**config.mk**
```make
export PLATFORM = sky130hd
export DESIGN_NAME = phase_sequencer
export DESIGN_NICKNAME = d
export VERILOG_FILES = /design/src/rtl/phase_sequencer_pkg.sv /design/src/rtl/phase_sequencer_wait_timer.sv /design/src/rtl/phase_sequencer.sv
export SDC_FILE = /design/constraint.sdc
export NUM_CORES = 1
export LEC_CHECK = 0
export CORE_MARGIN = 2
export CORE_UTILIZATION = 28
export DETAILED_ROUTE_END_ITERATION = 7
export PLACE_DENSITY = 0.62
export SLEW_MARGIN = 0
export SYNTH_ARGS = -nofsm -noshare
export SYNTH_HDL_FRONTEND = slang
export SYNTH_SLANG_ARGS = --single-unit
```
**constraint.sdc**
```tcl
create_clock -name CLK -period 2.1 [get_ports CLK]
set_input_delay 0.42 -clock CLK [delete_from_list [all_inputs] [get_ports CLK]]
set_output_delay 0.42 -clock CLK [all_outputs]
set_load 0.01 [all_outputs]
```
**src/rtl/phase_sequencer_pkg.sv**
```systemverilog
// Shared types for the instruction phase sequencer and the phase-decoding controller.
package phase_sequencer_pkg;

  typedef enum logic [1:0] {
    PH_FETCH   = 2'd0,
    PH_DECODE  = 2'd1,
    PH_EXECUTE = 2'd2,
    PH_UPDATE  = 2'd3
  } phase_e;

  typedef enum logic [2:0] {
    ST_HALT,
    ST_FETCH,
    ST_DECODE,
    ST_EXEC,
    ST_WAIT,
    ST_UPDATE
  } seq_state_e;

  // WAIT shows as EXECUTE to the controller; HALT shows FETCH with PH_VALID low
  function automatic phase_e phase_of(input seq_state_e s);
    case (s)
      ST_DECODE: return PH_DECODE;
      ST_EXEC,
      ST_WAIT:   return PH_EXECUTE;
      ST_UPDATE: return PH_UPDATE;
      default:   return PH_FETCH;
    endcase
  endfunction

  function automatic int timer_width(input int cycles);
    return (cycles > 0) ? $clog2(cycles + 1) : 1;
  endfunction

endpackage

```
**src/rtl/phase_sequencer_wait_timer.sv**
```systemverilog
// Memory wait-state timer: loadable down-counter whose expiry is held off until RDY=1.
module wait_timer
  import phase_sequencer_pkg::*;
#(
  parameter int WAIT_CYCLES = 1
) (
  input  logic clk,
  input  logic rst,
  input  logic load,
  input  logic active,
  input  logic rdy,
  output logic expired
);

  localparam int TW = timer_width(WAIT_CYCLES);
  // Loading WAIT_CYCLES-1 makes the count reach zero in the last fixed wait cycle
  localparam logic [TW-1:0] LOAD_VAL = TW'((WAIT_CYCLES > 0) ? WAIT_CYCLES - 1 : 0);

  logic [TW-1:0] count;

  always_ff @(posedge clk) begin
    if (rst) begin
      count <= '0;
    end else if (load) begin
      count <= LOAD_VAL;
    end else if (active && (count != '0)) begin
      count <= count - TW'(1);
    end
  end

  assign expired = (count == '0) && rdy;

endmodule

```
**src/rtl/phase_sequencer.sv**
```systemverilog
// Instruction phase sequencer with run/halt/step control, wait states and retire counter.
// Optional breakpoint support is built when BREAKPOINT_EN is defined.
module phase_sequencer
  import phase_sequencer_pkg::*;
#(
  parameter int WAIT_CYCLES = 1,
  parameter int CNT_W       = 16,
  parameter int PC_W        = 5
) (
  input  logic             CLK,
  input  logic             RST,
  input  logic             RUN,
  input  logic             STEP,
  input  logic             MEM_ACC,
  input  logic             RDY,
  input  logic [PC_W-1:0]  PC,
  input  logic [PC_W-1:0]  BP_ADDR,
  input  logic             BP_ARM,
  output logic [1:0]       PH,
  output logic             PH_VALID,
  output logic             HALTED,
  output logic             INSTR_DONE,
  output logic [CNT_W-1:0] INSTR_CNT,
  output logic             BP_HIT
);

  seq_state_e state, state_next;
  logic step_flag, step_next;
  logic timer_load, timer_expired;
  logic retire, resume, bp_trip;

  wait_timer #(.WAIT_CYCLES(WAIT_CYCLES)) u_wait_timer (
    .clk     (CLK),
    .rst     (RST),
    .load    (timer_load),
    .active  (state == ST_WAIT),
    .rdy     (RDY),
    .expired (timer_expired)
  );

  always_comb begin
    state_next = state;
    step_next  = step_flag;
    timer_load = 1'b0;
    retire     = 1'b0;
    resume     = 1'b0;
    case (state)
      ST_HALT: begin
        if (RUN || STEP) begin
          state_next = ST_FETCH;
          step_next  = STEP && !RUN;
          resume     = 1'b1;
        end
      end
      ST_FETCH: begin
        if (bp_trip) begin
          state_next = ST_HALT;
          step_next  = 1'b0;
        end else begin
          state_next = ST_DECODE;
        end
      end
      ST_DECODE: state_next = ST_EXEC;
      ST_EXEC: begin
        if (MEM_ACC && ((WAIT_CYCLES > 0) || !RDY)) begin
          state_next = ST_WAIT;
          timer_load = 1'b1;
        end else begin
          state_next = ST_UPDATE;
        end
      end
      ST_WAIT: begin
        if (timer_expired) state_next = ST_UPDATE;
      end
      ST_UPDATE: begin
        retire     = 1'b1;
        step_next  = 1'b0;
        state_next = (RUN && !step_flag) ? ST_FETCH : ST_HALT;
      end
      default: state_next = ST_HALT;
    endcase
  end

  // Phase outputs are registered from the next state so they align with the state register
  always_ff @(posedge CLK) begin
    if (RST) begin
      state      <= ST_HALT;
      step_flag  <= 1'b0;
      PH         <= PH_FETCH;
      PH_VALID   <= 1'b0;
      HALTED     <= 1'b1;
      INSTR_DONE <= 1'b0;
      INSTR_CNT  <= '0;
    end else begin
      state      <= state_next;
      step_flag  <= step_next;
      PH         <= phase_of(state_next);
      PH_VALID   <= (state_next != ST_HALT);
      HALTED     <= (state_next == ST_HALT);
      INSTR_DONE <= retire;
      if (retire) INSTR_CNT <= INSTR_CNT + CNT_W'(1);
    end
  end

`ifdef BREAKPOINT_EN
  logic skip;

  // skip lets the resumed fetch at the breakpoint address proceed once
  assign bp_trip = (state == ST_FETCH) && BP_ARM && (PC == BP_ADDR) && !skip;

  always_ff @(posedge CLK) begin
    if (RST) begin
      skip   <= 1'b0;
      BP_HIT <= 1'b0;
    end else if (bp_trip) begin
      skip   <= 1'b1;
      BP_HIT <= 1'b1;
    end else begin
      if (resume) BP_HIT <= 1'b0;
      if (retire) skip <= 1'b0;
    end
  end
`else
  logic unused_bp;

  assign bp_trip   = 1'b0;
  assign BP_HIT    = 1'b0;
  assign unused_bp = ^{PC, BP_ADDR, BP_ARM, resume};
`endif

endmodule

```
Yosys cells after proc, flatten, opt, wreduce, memory -nomap -nowiden
Cells that the tools add are included.
W data, S select, Z words.
{ "word_totals": {"regBits": 26, "input_bits": 17, "out_inout_bits": 22, "wordCells": 46} }
{ "op_classes": {"n_addsub": 2, "n_eq_ne": 10, "muxes": 11, "bitwise": 1, "n_reduce_logical": 14} }
{ "ops": {"columns": ["cell", "n"], "rows": [
  ["$pmux W3 S6", 1],
  ["$add A16 B1 Y16 const B", 1],
  ["$eq A3 B2 Y1 const B", 4],
  ["$eq A3 B3 Y1 const B", 4],
  ["$logic_not A3 Y1", 2],
  ["$mux W1", 6],
  ["$mux W3", 2],
  ["$pmux W2 S3", 1],
  ["$logic_and A1 B1 Y1", 4],
  ["$reduce_or A2 Y1", 2],
  ["$eq A3 B1 Y1 const B", 1],
  ["$reduce_bool A3 Y1", 1],
  ["$logic_not A1 Y1", 2],
  ["$ne A2 B2 Y1 const B", 1],
  ["$pmux W1 S2", 1],
  ["$reduce_and A2 Y1", 1],
  ["$reduce_bool A2 Y1", 1],
  ["$logic_or A1 B1 Y1", 1],
  ["$not A1 Y1", 1],
  ["$sub A1 B1 Y1 const B", 1]
]} }

Longest topological paths before layout
{ "depth": {"depth_word": 7, "ltp_mapped": 6, "depth_no_buf": 5} }

Cells and area by module
A second synthesis with hierarchy kept.
{ "hier_totals": {"hier_cells": 133, "area_unflattened_um2": 1178.6} }
{ "by_module_without_submodules": {"columns": ["module", "n_inst", "cells_each", "area_per_inst_um2", "seq_area_each_um2"], "rows": [
  ["phase_sequencer", 1, 130, 1137.3, 500.5],
  ["wait_timer", 1, 3, 41.3, 20.0]
]} }

Worst setup path before layout
No wires, ideal clock.
{ "synth_timing": {"kind": "flip-flop to flip-flop", "start": "register INSTR_CNT[2]", "end": "register INSTR_CNT[15]", "setup_time_ns": 0.123, "arrival_time_ns": 1.617, "path_slack_ns": 0.360, "path_stages_with_launch": 6, "path_buffers": 1, "cell_sequence": "dfxtp_1 nand3_2 or3_1 buf_2 nor4_1 mux2_1"} }
{ "synth_between": {"elab_chain_cells": 1} }
{ "synth_lines": {"columns": ["item", "line", "source"], "rows": [
  ["from (decl)", "phase_sequencer.sv:23", "output logic [CNT_W-1:0] INSTR_CNT,"],
  ["from (signal assigned)", "phase_sequencer.sv:101", "if (retire) INSTR_CNT <= INSTR_CNT + CNT_W'(1);"],
  ["$add A16 B1 Y16", "phase_sequencer.sv:101", null]
]} }
Every way passes these cells.
A chain may end at the register's enable or synchronous reset.

Worst setup path in the final report
{ "layout_timing": {"start": "register INSTR_CNT[5]", "end": "register INSTR_CNT[15]"} }
The elaborated chain is that of the path after synthesis.

==> impl_metrics.py <==
metrics = {
    "status": {
        "status": "completed",
    },
    "critical_path": {
        "critPathBufInv": 0,
        "critPathMaxStageDelay_ns": 0.43,
        "slowest_stage": "dfxtp_1",
        "timing.reg2reg.setup_slack_ns": 0.36,
        "reg2reg_depth": 4,
        "cp-startpoint": "INSTR_CNT[5]$_SDFFE_PP0N_",
        "critPathTopFamily": "simple AND/OR/NAND/NOR gates",
        "worst_ep_arrival_time_ns": 1.90,
        "path_class": "reg -> reg",
        "crit_chain": "and4_1 > nand4_1 > nor4_1 > mux2_1",
        "crit_required_ns": 2.26,
        "reg2reg_to": "INSTR_CNT[15]$_SDFFE_PP0N_",
        "path_max_fanout": 7,
        "critPathLaunchType": "flop",
        "rr_startpoint": "INSTR_CNT[5]$_SDFFE_PP0N_",
        "cp-end-kind": "flop",
    },
    "route": {
        "dr.pass1.iters": 4,
        "drc_errors": 0,
        "drt_iter0_drc": 19,
        "drt-vias-per-instance": 4.85,
        "wire_per_inst_um": 11.8,
        "ant_nets": 0,
        "wl_um": 2440,
        "routed-via-count": 1004,
    },
    "min_path": {
        "holdPathEnd": "u_wait_timer.count$_SDFFE_PP0P_",
        "min_from": "u_wait_timer.count$_SDFFE_PP0P_",
        "hold_depth": 1,
        "hp-class": "reg -> reg",
    },
    "power": {
        "seq_power_share": 0.458,
        "ir_drop_mv": 0.441,
        "swShare": 0.279,
        "total_power_uw": 1280,
        "total_leakage_power_uw": 0.000539,
        "cellInternalPower_uw": 926,
        "clock_power_share": 0.254,
        "switchingPower_uw": 358,
        "powerDensity_nw_per_um2": 836,
        "p_comb_frac": 0.289,
    },
    "clock_network": {
        "cts_hold_buf": 0,
        "cts_root_buf": "clkbuf_8",
        "cts-resized-gates": 0,
        "cts_tree": "yes",
        "cts.sinks": 26,
        "h-tree-depth": 1,
        "cts_buffers": 3,
        "cts_buffer_depth": 2,
        "clock_latency_ns": 0.27,
        "clkTransAtPathRegs_ns": 0.09,
        "post-cts-setup-buffers": 0,
    },
    "logic_synthesis": {
        "synth_top_cell_by_area": "dfxtp_1",
        "syn_inst": 128,
        "yosysUniqueCellTypes": 37,
        "synth_seq_cells": 26,
        "synthFlopType": "dfxtp_1",
        "ys.warnings.count": 0,
        "synth_area_per_cell_um2": 8.93,
        "yosys.area.top_type_share": 0.455,
        "syn_nets": 146,
        "netlist_area_um2": 1140,
        "synth-edff-count": 0,
        "synthTopCellsByArea": "dfxtp_1 46%, nor2_1 4.6%, xor2_1 4.6%",
        "postSynth.asyncResetShare": 0,
        "yosysSeqAreaShare": 0.455,
    },
    "floorplan": {
        "ios": 39,
        "die_h_um": 67.9,
        "fp.dieW_um": 67.9,
        "rows": 23,
        "core_um2": 3970,
        "initial_core_util": 0.288,
        "die_area_um2": 4610,
    },
    "sta": {
        "hold_viol": 0,
        "drv_slew": 0,
        "fin_crit_ns": 1.74,
        "setup_viol": 0,
        "fin_skew_ns": 0.00332,
        "fin_ws_ns": 0.362,
        "fmax_mhz": 575,
        "period_share": 0.828,
        "setup_tns_ns": 0,
        "rsz0062_at_grt": "no",
    },
    "global_routing": {
        "antenna_found_initial": 0,
        "grt_pass1_vias": 970,
        "met2_usage": 0.213,
        "grtUsageMet1": 0.118,
        "grt_max_degree": 15,
        "busiest_layer": "met2",
        "grt_use_met3": 0.0230,
        "overflow": 0,
        "grt_pass1_wl_um": 3950,
        "grt_usage": 0.112,
    },
    "placement": {
        "hpwl_um": 1880,
        "place_congestion": 0.760,
        "portBuffers": 26,
        "dpl_cell_area_um2": 1480,
        "dp_slack_ns": 0.0993,
    },
    "layout": {
        "drive_gt1_frac": 0.108,
        "antennaDiodeCount": 0,
        "nets": 176,
        "mostFrequentLayoutCells": "26 x dfxtp_1, 26 x clkdlybuf4s50_1, 14 x nor2_1",
        "final_cell_area_um2": 1540,
        "area_delta_synth_final_pct": 34.4,
    },
    "job": {
        "maxCapViolations": 0,
    },
}
[state kept, by name, indices dropped and copies added (netlist names)]
name and count:
PH_VALID 1, step_flag 1, state 3, PH 2
HALTED 1, INSTR_DONE 1, u_wait_timer.count 1, INSTR_CNT 16
[stage by stage]
stage	utilization	hold WS, ns	instances
global placement	0.373	0.440	203
floorplan	-	0.432	128
CTS	0.387	0.464	207
detailed placement	0.373	0.451	203
finish	0.387	0.462	207
global route	0.387	0.487	207
[layer usage]
layer,up-vias,share of wire
li1,502,-
met1,483,0.42
met2,17,0.54
met3,2,0.040
met4,0,0.0053
met5,-,0
[cell families after synthesis]
group / share of synthesized area
flip-flops: 0.455
AND/OR/NAND/NOR: 0.267
buffers and inverters: 0.0558
adder cells (fa/ha/maj): 0.0109
multiplexers: 0.0197
AO/OA/AOI/OAI: 0.112
XOR/XNOR: 0.0766
other: 0.00328
[how the worst max path moves through the flow]
stage / endpoint / slack [ns] / depth (start not counted)
final: INSTR_CNT[15]$_SDFFE_PP0N_ / 0.36 / 4
after global routing: INSTR_CNT[15]$_SDFFE_PP0N_ / 0.20 / 4
after CTS: INSTR_CNT[15]$_SDFFE_PP0N_ / 0.33 / 4
after detailed placement: PH[0]$_SDFF_PP0_ / 0.1 / 5
after global placement: PH[0]$_SDFF_PP0_ / 0.13 / 5
after floorplan: INSTR_CNT[15]$_SDFFE_PP0N_ / 0.36 / 5
[power groups by stage]
stage | clock [µW] | sequential, µW | combinational (µW)
detailed placement | 0 | 600 | 372
global placement | 0 | 596 | 368
finish | 326 | 588 | 371
CTS | 335 | 590 | 373
floorplan | 0 | 612 | 225
global route | 350 | 594 | 408
[cell type report]
cell class                      instances  area, µm²
Timing Repair Buffer                   34        320
Tap cell                               50       62.6
Fill cell                             425       2430
Multi-Input combinational cell         88        559
Sequential cell                        26        520
Inverter                                5       18.8
Clock buffer                            4       55.1
[cells in the mapped netlist (all sizes together) (2+ instances only)]
master and count:
clkbuf 4, and3 2, or3 4, xor2 6
a21oi 10, o31ai 3, inv 5, nand3b 2
nor3 2, nand3 5, dfxtp 26, buf 5
or3b 3, mux2 2, o21ai 4, xnor2 4
nand4 3, nor4 2, or4 2, nor2 14
nand2 7
No activity file was read; power rests on OpenSTA's default activity.
